**src/rtl/ila_pkg.sv**
```systemverilog
// rtl/ila_pkg.sv - shared state encoding and constants for the ILA read path
package ila_pkg;

   typedef enum logic [2:0] {
      ST_IDLE,
      ST_HDR,
      ST_ADDR,
      ST_WAIT,
      ST_SEND
   } ila_rd_state_t;

   localparam int ILA_READ_LAT = 2;

   // Number of data-width slices needed to carry one captured sample.
   function automatic int ila_slices(input int sig_w, input int data_w);
      return (sig_w + data_w - 1) / data_w;
   endfunction

endpackage

```
**src/rtl/ila_read_wait_cnt.sv**
```systemverilog
// rtl/ila_read_wait_cnt.sv - loadable down-counter with zero flag for read latency
module ila_read_wait_cnt #(
   parameter int W = 2
) (
   input  logic         clk_i,
   input  logic         rst_i,
   input  logic         cke,
   input  logic         load,
   input  logic [W-1:0] load_value,
   input  logic         dec,
   output logic         zero
);

   logic [W-1:0] cnt;

   always_ff @(posedge clk_i) begin
      if (rst_i) begin
         cnt <= '0;
      end else if (cke) begin
         if (load) begin
            cnt <= load_value;
         end else if (dec && cnt != '0) begin
            cnt <= cnt - W'(1);
         end
      end
   end

   assign zero = (cnt == '0);

endmodule

```
**src/rtl/ila_buffer_reader.sv**
```systemverilog
// rtl/ila_buffer_reader.sv - walks the ILA sample buffer and streams every slice
module ila_buffer_reader
   import ila_pkg::*;
#(
   parameter int DATA_W           = 32,
   parameter int BUFFER_W         = 10,
   parameter int SEL_W            = 2,
   parameter int WORDS_PER_SAMPLE = ila_slices(32, 32),
   parameter int READ_LAT         = ILA_READ_LAT,
   parameter int HEADER_EN        = 1
) (
   input  logic                clk_i,
   input  logic                rst_i,
   input  logic                cke_i,
   input  logic                start_i,
   input  logic                abort_i,
   input  logic [BUFFER_W-1:0] samples_i,
   output logic [BUFFER_W-1:0] index_o,
   output logic [SEL_W-1:0]    value_select_o,
   input  logic [DATA_W-1:0]   value_i,
   output logic [DATA_W-1:0]   data_o,
   output logic                valid_o,
   input  logic                ready_i,
   output logic                last_o,
   output logic                busy_o,
   output logic                done_o
);

   localparam int CNT_W = $clog2(READ_LAT + 1);
   localparam logic [CNT_W-1:0] LAT    = CNT_W'(READ_LAT);
   localparam logic [SEL_W-1:0] W_LAST = SEL_W'(WORDS_PER_SAMPLE - 1);

   ila_rd_state_t       state, nxt;
   logic [BUFFER_W-1:0] n, s, idx;
   logic [SEL_W-1:0]    w, sel;
   logic [DATA_W-1:0]   data_q;
   logic                done_q;
   logic                cnt_load, cnt_dec, cnt_zero;
   logic                last_word;

   ila_read_wait_cnt #(.W(CNT_W)) u_wait_cnt (
      .clk_i      (clk_i),
      .rst_i      (rst_i),
      .cke        (cke_i),
      .load       (cnt_load),
      .load_value (LAT),
      .dec        (cnt_dec),
      .zero       (cnt_zero)
   );

   assign last_word = (s == n - BUFFER_W'(1)) && (w == W_LAST);

   always_comb begin
      nxt      = state;
      cnt_load = 1'b0;
      cnt_dec  = 1'b0;
      valid_o  = 1'b0;
      last_o   = 1'b0;
      unique case (state)
         ST_IDLE: begin
            if (start_i && !abort_i) begin
               if (HEADER_EN != 0)          nxt = ST_HDR;
               else if (samples_i != '0)    nxt = ST_ADDR;
            end
         end
         ST_HDR: begin
            valid_o = 1'b1;
            last_o  = (n == '0);
            if (ready_i) nxt = (n == '0) ? ST_IDLE : ST_ADDR;
         end
         ST_ADDR: begin
            cnt_load = 1'b1;
            nxt      = ST_WAIT;
         end
         ST_WAIT: begin
            if (cnt_zero) nxt = ST_SEND;
            else          cnt_dec = 1'b1;
         end
         ST_SEND: begin
            valid_o = 1'b1;
            last_o  = last_word;
            if (ready_i) nxt = last_word ? ST_IDLE : ST_ADDR;
         end
         default: nxt = ST_IDLE;
      endcase
      // Abort beats any handshake and leaves the index where it was.
      if (abort_i && state != ST_IDLE) begin
         nxt      = ST_IDLE;
         cnt_load = 1'b0;
         cnt_dec  = 1'b0;
      end
   end

   always_ff @(posedge clk_i) begin
      if (rst_i) begin
         state  <= ST_IDLE;
         n      <= '0;
         s      <= '0;
         w      <= '0;
         idx    <= '0;
         sel    <= '0;
         data_q <= '0;
         done_q <= 1'b0;
      end else if (cke_i) begin
         state  <= nxt;
         done_q <= 1'b0;
         unique case (state)
            ST_IDLE: begin
               if (start_i && !abort_i) begin
                  n      <= samples_i;
                  s      <= '0;
                  w      <= '0;
                  idx    <= '0;
                  sel    <= '0;
                  data_q <= DATA_W'(samples_i);
                  if (HEADER_EN == 0 && samples_i == '0) done_q <= 1'b1;
               end
            end
            ST_HDR: begin
               if (ready_i && !abort_i && n == '0) done_q <= 1'b1;
            end
            ST_ADDR: begin
               if (!abort_i) begin
                  idx <= s;
                  sel <= w;
               end
            end
            ST_WAIT: begin
               if (!abort_i && cnt_zero) data_q <= value_i;
            end
            ST_SEND: begin
               if (ready_i && !abort_i) begin
                  if (last_word) begin
                     done_q <= 1'b1;
                  end else if (w == W_LAST) begin
                     w <= '0;
                     s <= s + BUFFER_W'(1);
                  end else begin
                     w <= w + SEL_W'(1);
                  end
               end
            end
            default: ;
         endcase
      end
   end

   assign index_o        = idx;
   assign value_select_o = sel;
   assign data_o         = data_q;
   assign busy_o         = (state != ST_IDLE);
   assign done_o         = done_q;

endmodule
```
**config.mk**
```make
export PLATFORM = sky130hd
export DESIGN_NAME = ila_buffer_reader
export DESIGN_NICKNAME = d
export VERILOG_FILES = /design/src/rtl/ila_pkg.sv /design/src/rtl/ila_read_wait_cnt.sv /design/src/rtl/ila_buffer_reader.sv
export SDC_FILE = /design/constraint.sdc
export NUM_CORES = 1
export LEC_CHECK = 0
export ABC_CLOCK_PERIOD_IN_PS = 2500
export BUFFER_PORTS_ARGS = -buffer_cell sky130_fd_sc_hd__buf_2
export CORE_UTILIZATION = 45
export CTS_BUF_LIST = sky130_fd_sc_hd__clkbuf_4 sky130_fd_sc_hd__clkbuf_8
export DETAILED_ROUTE_END_ITERATION = 10
export GPL_TIMING_DRIVEN = 0
export PLACE_DENSITY = 0.83
export SYNTH_ARGS = -nofsm -noshare
export SYNTH_HDL_FRONTEND = slang
export SYNTH_SLANG_ARGS = --single-unit
```
**constraint.sdc**
```tcl
create_clock -name clk_i -period 2.5 [get_ports clk_i]
set_input_delay 0.5 -clock clk_i [delete_from_list [all_inputs] [get_ports clk_i]]
set_output_delay 0.5 -clock clk_i [all_outputs]
set_load 0.02 [all_outputs]
```
# Word-level counts from Yosys, hierarchy flattened

Cells that the tools add are included.

Flip-flop bits (word level): 72
Output and inout bits: 48
Word-level logic and storage cells: 92

$add $sub $neg: 4
Equal/unequal tests: 15
Muxes and demuxes: 38
Reductions and logical operators: 26

Operators by type and width:

| operator                                                               | number |
|---|---|
| 32-bit 2-to-1 mux                                                      | 2 |
| 32-bit case mux with 2 select lines                                    | 1 |
| 10-bit 2-to-1 mux                                                      | 5 |
| 10-bit case mux with 2 select lines                                    | 2 |
| 2-bit 2-to-1 mux                                                       | 9 |
| 3-bit 2-to-1 mux                                                       | 5 |
| 3-bit case mux with 5 select lines                                     | 1 |
| 2-bit inequality test (second input constant)                          | 6 |
| 3-bit inequality test (second input constant)                          | 4 |
| 10-bit by 1-bit adder with 10-bit output (second input constant)       | 1 |
| 10-bit equality test                                                   | 1 |
| 10-bit zero test                                                       | 1 |
| 5-bit AND reduction                                                    | 2 |
| 2-bit nonzero test                                                     | 5 |
| 10-bit by 1-bit subtractor with 10-bit output (second input constant)  | 1 |
| 1-bit 2-to-1 mux                                                       | 9 |
| 2-bit case mux with 2 select lines                                     | 2 |
| 4-bit AND reduction                                                    | 2 |
| 1-bit logical AND                                                      | 7 |
| 3-bit by 2-bit equality test with 1-bit output (second input constant) | 2 |
| 6-bit AND reduction                                                    | 1 |
| 2-bit zero test                                                        | 2 |
| 1-bit case mux with 2 select lines                                     | 2 |
| 3-bit by 1-bit equality test with 1-bit output (second input constant) | 1 |
| 9 further kinds                                                        | 9 |

# Depth between registers and ports, before layout

Depth after elaboration: 7
Depth in mapped cells: 11
Gate-level depth less buffers: 10

# Cells and area by module

From an unflattened synthesis, not the netlist that was laid out.

Cell total of the unflattened synthesis: 397
Area, all modules: 3367.0 µm²

By module, submodules not included:

| module            | instances | cells an instance | area each (µm²) | seq. area each (µm²) |
|---|---|---|---|---|
| ila_buffer_reader | 1         | 380               | 3220.6          | 1401.3 |
| ila_read_wait_cnt | 1         | 17                | 146.4           | 40.0 |

# Least setup slack after synthesis

Ideal clock, no wire load.

Kind: reg-to-output
Start point: register n[0]
End point: output port last_o
Arrival time: 2381 ps
Data required time: 2000 ps
Slack: -381 ps
Stages on the path, launching flop included: 11
Buffers on the path: 1
Path through: dfxtp_1 -> inv_1 -> ha_1 -> buf_2 -> o21ba_1 -> a221oi_2 -> a41oi_1 -> or4_4 -> nor3_2 -> nand2_1 -> o41ai_1

Longest elaborated chain between the ends: 4

Ends and longest elaborated chain:

| item                                          | line                     | source |
|---|---|---|
| start: declaration                            | ila_buffer_reader.sv:34  | `logic [BUFFER_W-1:0] n, s, idx;` |
| start signal: assignment                      | ila_buffer_reader.sv:110 | `n <= samples_i;` |
| 10-bit by 1-bit subtractor with 10-bit output | ila_buffer_reader.sv:51  | `assign last_word = (s == n - BUFFER_W'(1)) && (w == W_LAST);` |
| 10-bit equality test                          | ila_buffer_reader.sv:51  |  |
| 1-bit logical AND                             | ila_buffer_reader.sv:51  |  |
| 1-bit case mux with 2 select lines (*)        | ila_buffer_reader.sv:59  | `unique case (state)` |
| end: declaration                              | ila_buffer_reader.sv:24  | `output logic last_o,` |

Mark *: on every way between the ends. The rest lies on a longest branch, timed or not.

# Worst setup path after layout

Ends and elaborated chain as after synthesis.

==> impl_metrics.yaml <==
yosys:
  synth_top_flop_cell: "dfxtp_1"
  synth_cell_type_count: 51
  syn_area_um2: 3400
  ys_ff_latch: 72
  synth_common_cells: "dfxtp_1 (72), nor2_1 (52), nand2_1 (39)"
  synth_warnings: 0
  avgSynthCellArea_um2: 8.46
  synth.most_common_cell: "dfxtp_1"
  async_reset_ff_share_pct: 0
  yosys.area.top_type_share_pct: 42.4
  yosysTopAreaCell: "dfxtp_1"
  synth_area_leaders: "dfxtp_1 (42%), mux2i_1 (6.5%), nor2_1 (5.7%)"
  syn_nets: 455
  synth-seq-area-share_pct: 42.4
  synth_edf_count: 0
  synth_cells: 402
clocking:
  cts_tree: "done"
  ctsLongestPathBuffers: 2
  clock_latency_ns: 0.36
  cts-htree-levels: 3
  cts_buffers: 9
  clk_pin_slew_ns: 0.08
  cts.sink_count: 72
  root_buffer: "clkbuf_8"
  cts_hold_buf: 0
timing:
  tns_ns: -1.55
  slew_headroom_pct: 49.8
  period_share_pct: 122
  slew_violations: 0
  hold_violations: 0
  fmaxAchievable_mhz: 327
  holdWs_ns: 0.384
  setup_ws_ns: -0.561
  rsz0062_at_grt: "yes"
  timing_worst_slew_pin_value_ns: 0.753
  fin_skew_ns: 0.0127
  fin_crit_ns: 3.06
  setup_viol: 11
floorplan:
  coreArea_um2: 7290
  io_pins: 96
  die_area_um2: 7910
  die_h_um: 88.9
  die_w_um: 88.9
  num_rows: 31
  start_util_pct: 46.6
global_routing:
  antenna_found_initial: 0
  grt_max_degree: 14
  grt.overflow.total: 0
  grt_pass1_vias: 2883
  grt_usage_pct: 22.6
  grt_pass1_wl_um: 13400
setup_path:
  cp_max_fo: 5
  crit_path_end_kind: "output port"
  reg2reg_from: "n[0]"
  critPathArrivalTime_ns: 2.56
  reg2reg_depth: 13
  r2r_setup_slack_ns: -0.15
  reg2reg_to: "s[2]"
  timing_worst_setup_path_type: "register to output port"
  critPathLaunchType: "register"
  crit_required_ns: 2.00
placed_design:
  io_buffers: 95
  dp_hpwl_um: 6510
  place.gp.congestion: 0.847
  placed_area_um2: 4060
detailed_routing:
  via_per_inst: 5.54
  drtIter0Drc: 206
  drt_wl_total_um: 9500
  drt-pass1-iter-count: 5
  num_vias: 3458
  ant_nets: 0
  drt-wirelength-per-cell_um: 15.2
  drc: 0
outcome:
  violations: "negative setup slack"
  outcome: "finished with violations"
hold_path:
  min_path_type: "input pin to register"
  min_to: "data_o[21]"
  worstHoldStart: "value_i[21]"
  min_path_cells: 3
power_and_ir_drop:
  p_per_area_nw_per_um2: 555
  p_leak_nw: 1.88
  ir_drop_mv: 0.289
finish:
  syn_to_final_growth_pct: 31.8
  final_area_um2: 4480
  final-seq-area_um2: 1460
  nets: 573
  num_antenna_cells: 0
  utilization_pct: 61.5
  fillCellCount: 626
  multi_input_area_um2: 1950
  layout-drive-gt1-share_pct: 30.9
flow_run:
  maxCapViolCount: 0
state kept, by name (all words and copies together) (netlist names):
register	cells
data_o	32
done_o	1
index_o	10
n	10
s	10
state	3
u_wait_cnt.cnt	2
value_select_o	2
w	2
per-stage QoR:
step | total power, mW | std cells | setup slack, ns
after detailed placement | 1.44 | 596 | -0.477
final | 2.49 | 624 | -0.561
after CTS | 2.48 | 618 | -0.637
after global routing | 2.57 | 624 | -0.629
after floorplan | 1.35 | 402 | -0.0398
after global placement | 1.43 | 596 | -0.404
logic make-up (layout without fill, tap and decap cells):
logic type	count (synthesis)	count (layout)	share of synthesized area (%)
DFF	72	72	42.4
muxes	22	22	6.48
adders and majority gates	5	5	1.84
buffers and inverters	36	159	4.27
xor gates and xnor gates	18	18	4.64
and+or+nand+nor	168	168	24.6
AOI/OAI and AO/OA	81	81	15.8
worst max-delay path by stage:
stage,depth (start not counted),endpoint,slack [ns],from
after floorplan,10,last_o,-0.04,n[0]
after global routing,10,last_o,-0.63,n[0]
after global placement,8,last_o,-0.40,n[5]
after detailed placement,8,last_o,-0.48,n[5]
final,10,last_o,-0.56,n[0]
after CTS,10,last_o,-0.64,n[0]
layer usage:
metal,global-route usage (%),vias up,wire (µm)
li1,-,1657,-
met4,12.3,0,346
met1,28.7,1619,3900
met5,0,-,0
met2,36.0,145,4720
met3,4.71,37,541
report_power, final:
part | total (mW) | switching [mW] | internal (mW)
registers | 1.18 | 0.0172 | 1.16
clock network | 1.03 | 0.456 | 0.578
logic | 0.276 | 0.160 | 0.116
cell type report:
class	count	area share, %
inverter	8	0.670
sequential	72	32.5
tap	99	2.76
buffer	26	2.43
multi-input combinational	294	43.5
timing repair buffer	109	13.2
clock buffer	10	2.93
clock inverter	6	2.01
timing repair:
item                                    4_1_cts  5_1_grt
pin swaps                                     4       13
setup buffers                                 7        7
gates resized for setup                       9       24
endpoints found under the setup margin       32       46
layout by cell type (no fill, tap or decap), drive strengths merged, types with 2 or more instances in the layout:
cell    count
buf       113
dfxtp      72
nor2       52
nand2      39
a21oi      34
clkbuf     32
nand3      31
mux2i      22
a211oi     13
a22oi      12
xnor2      11
inv        10
nor4        8
o21ai       8
nor3        8
xor2        7
nand2b      5
ha          5
nor2b       4
nor3b       3
a22o        3
a41oi       2
or3         2
and2        2
nand3b      2
and3        2
bufinv      2
a221oi      2
or4         2
worst max-delay path, stage by stage (launching register included):
cell and delay, ns:
dfxtp_4 0.35, inv_2 0.04, ha_4 0.17, o21ba_4 0.19, a221oi_2 0.25, a41oi_1 0.07, or4_4 0.54, nor3_4 0.18
nand2_2 0.11, o41ai_4 0.10, buf_4 0.21
Power figures use the tool's default switching activity.
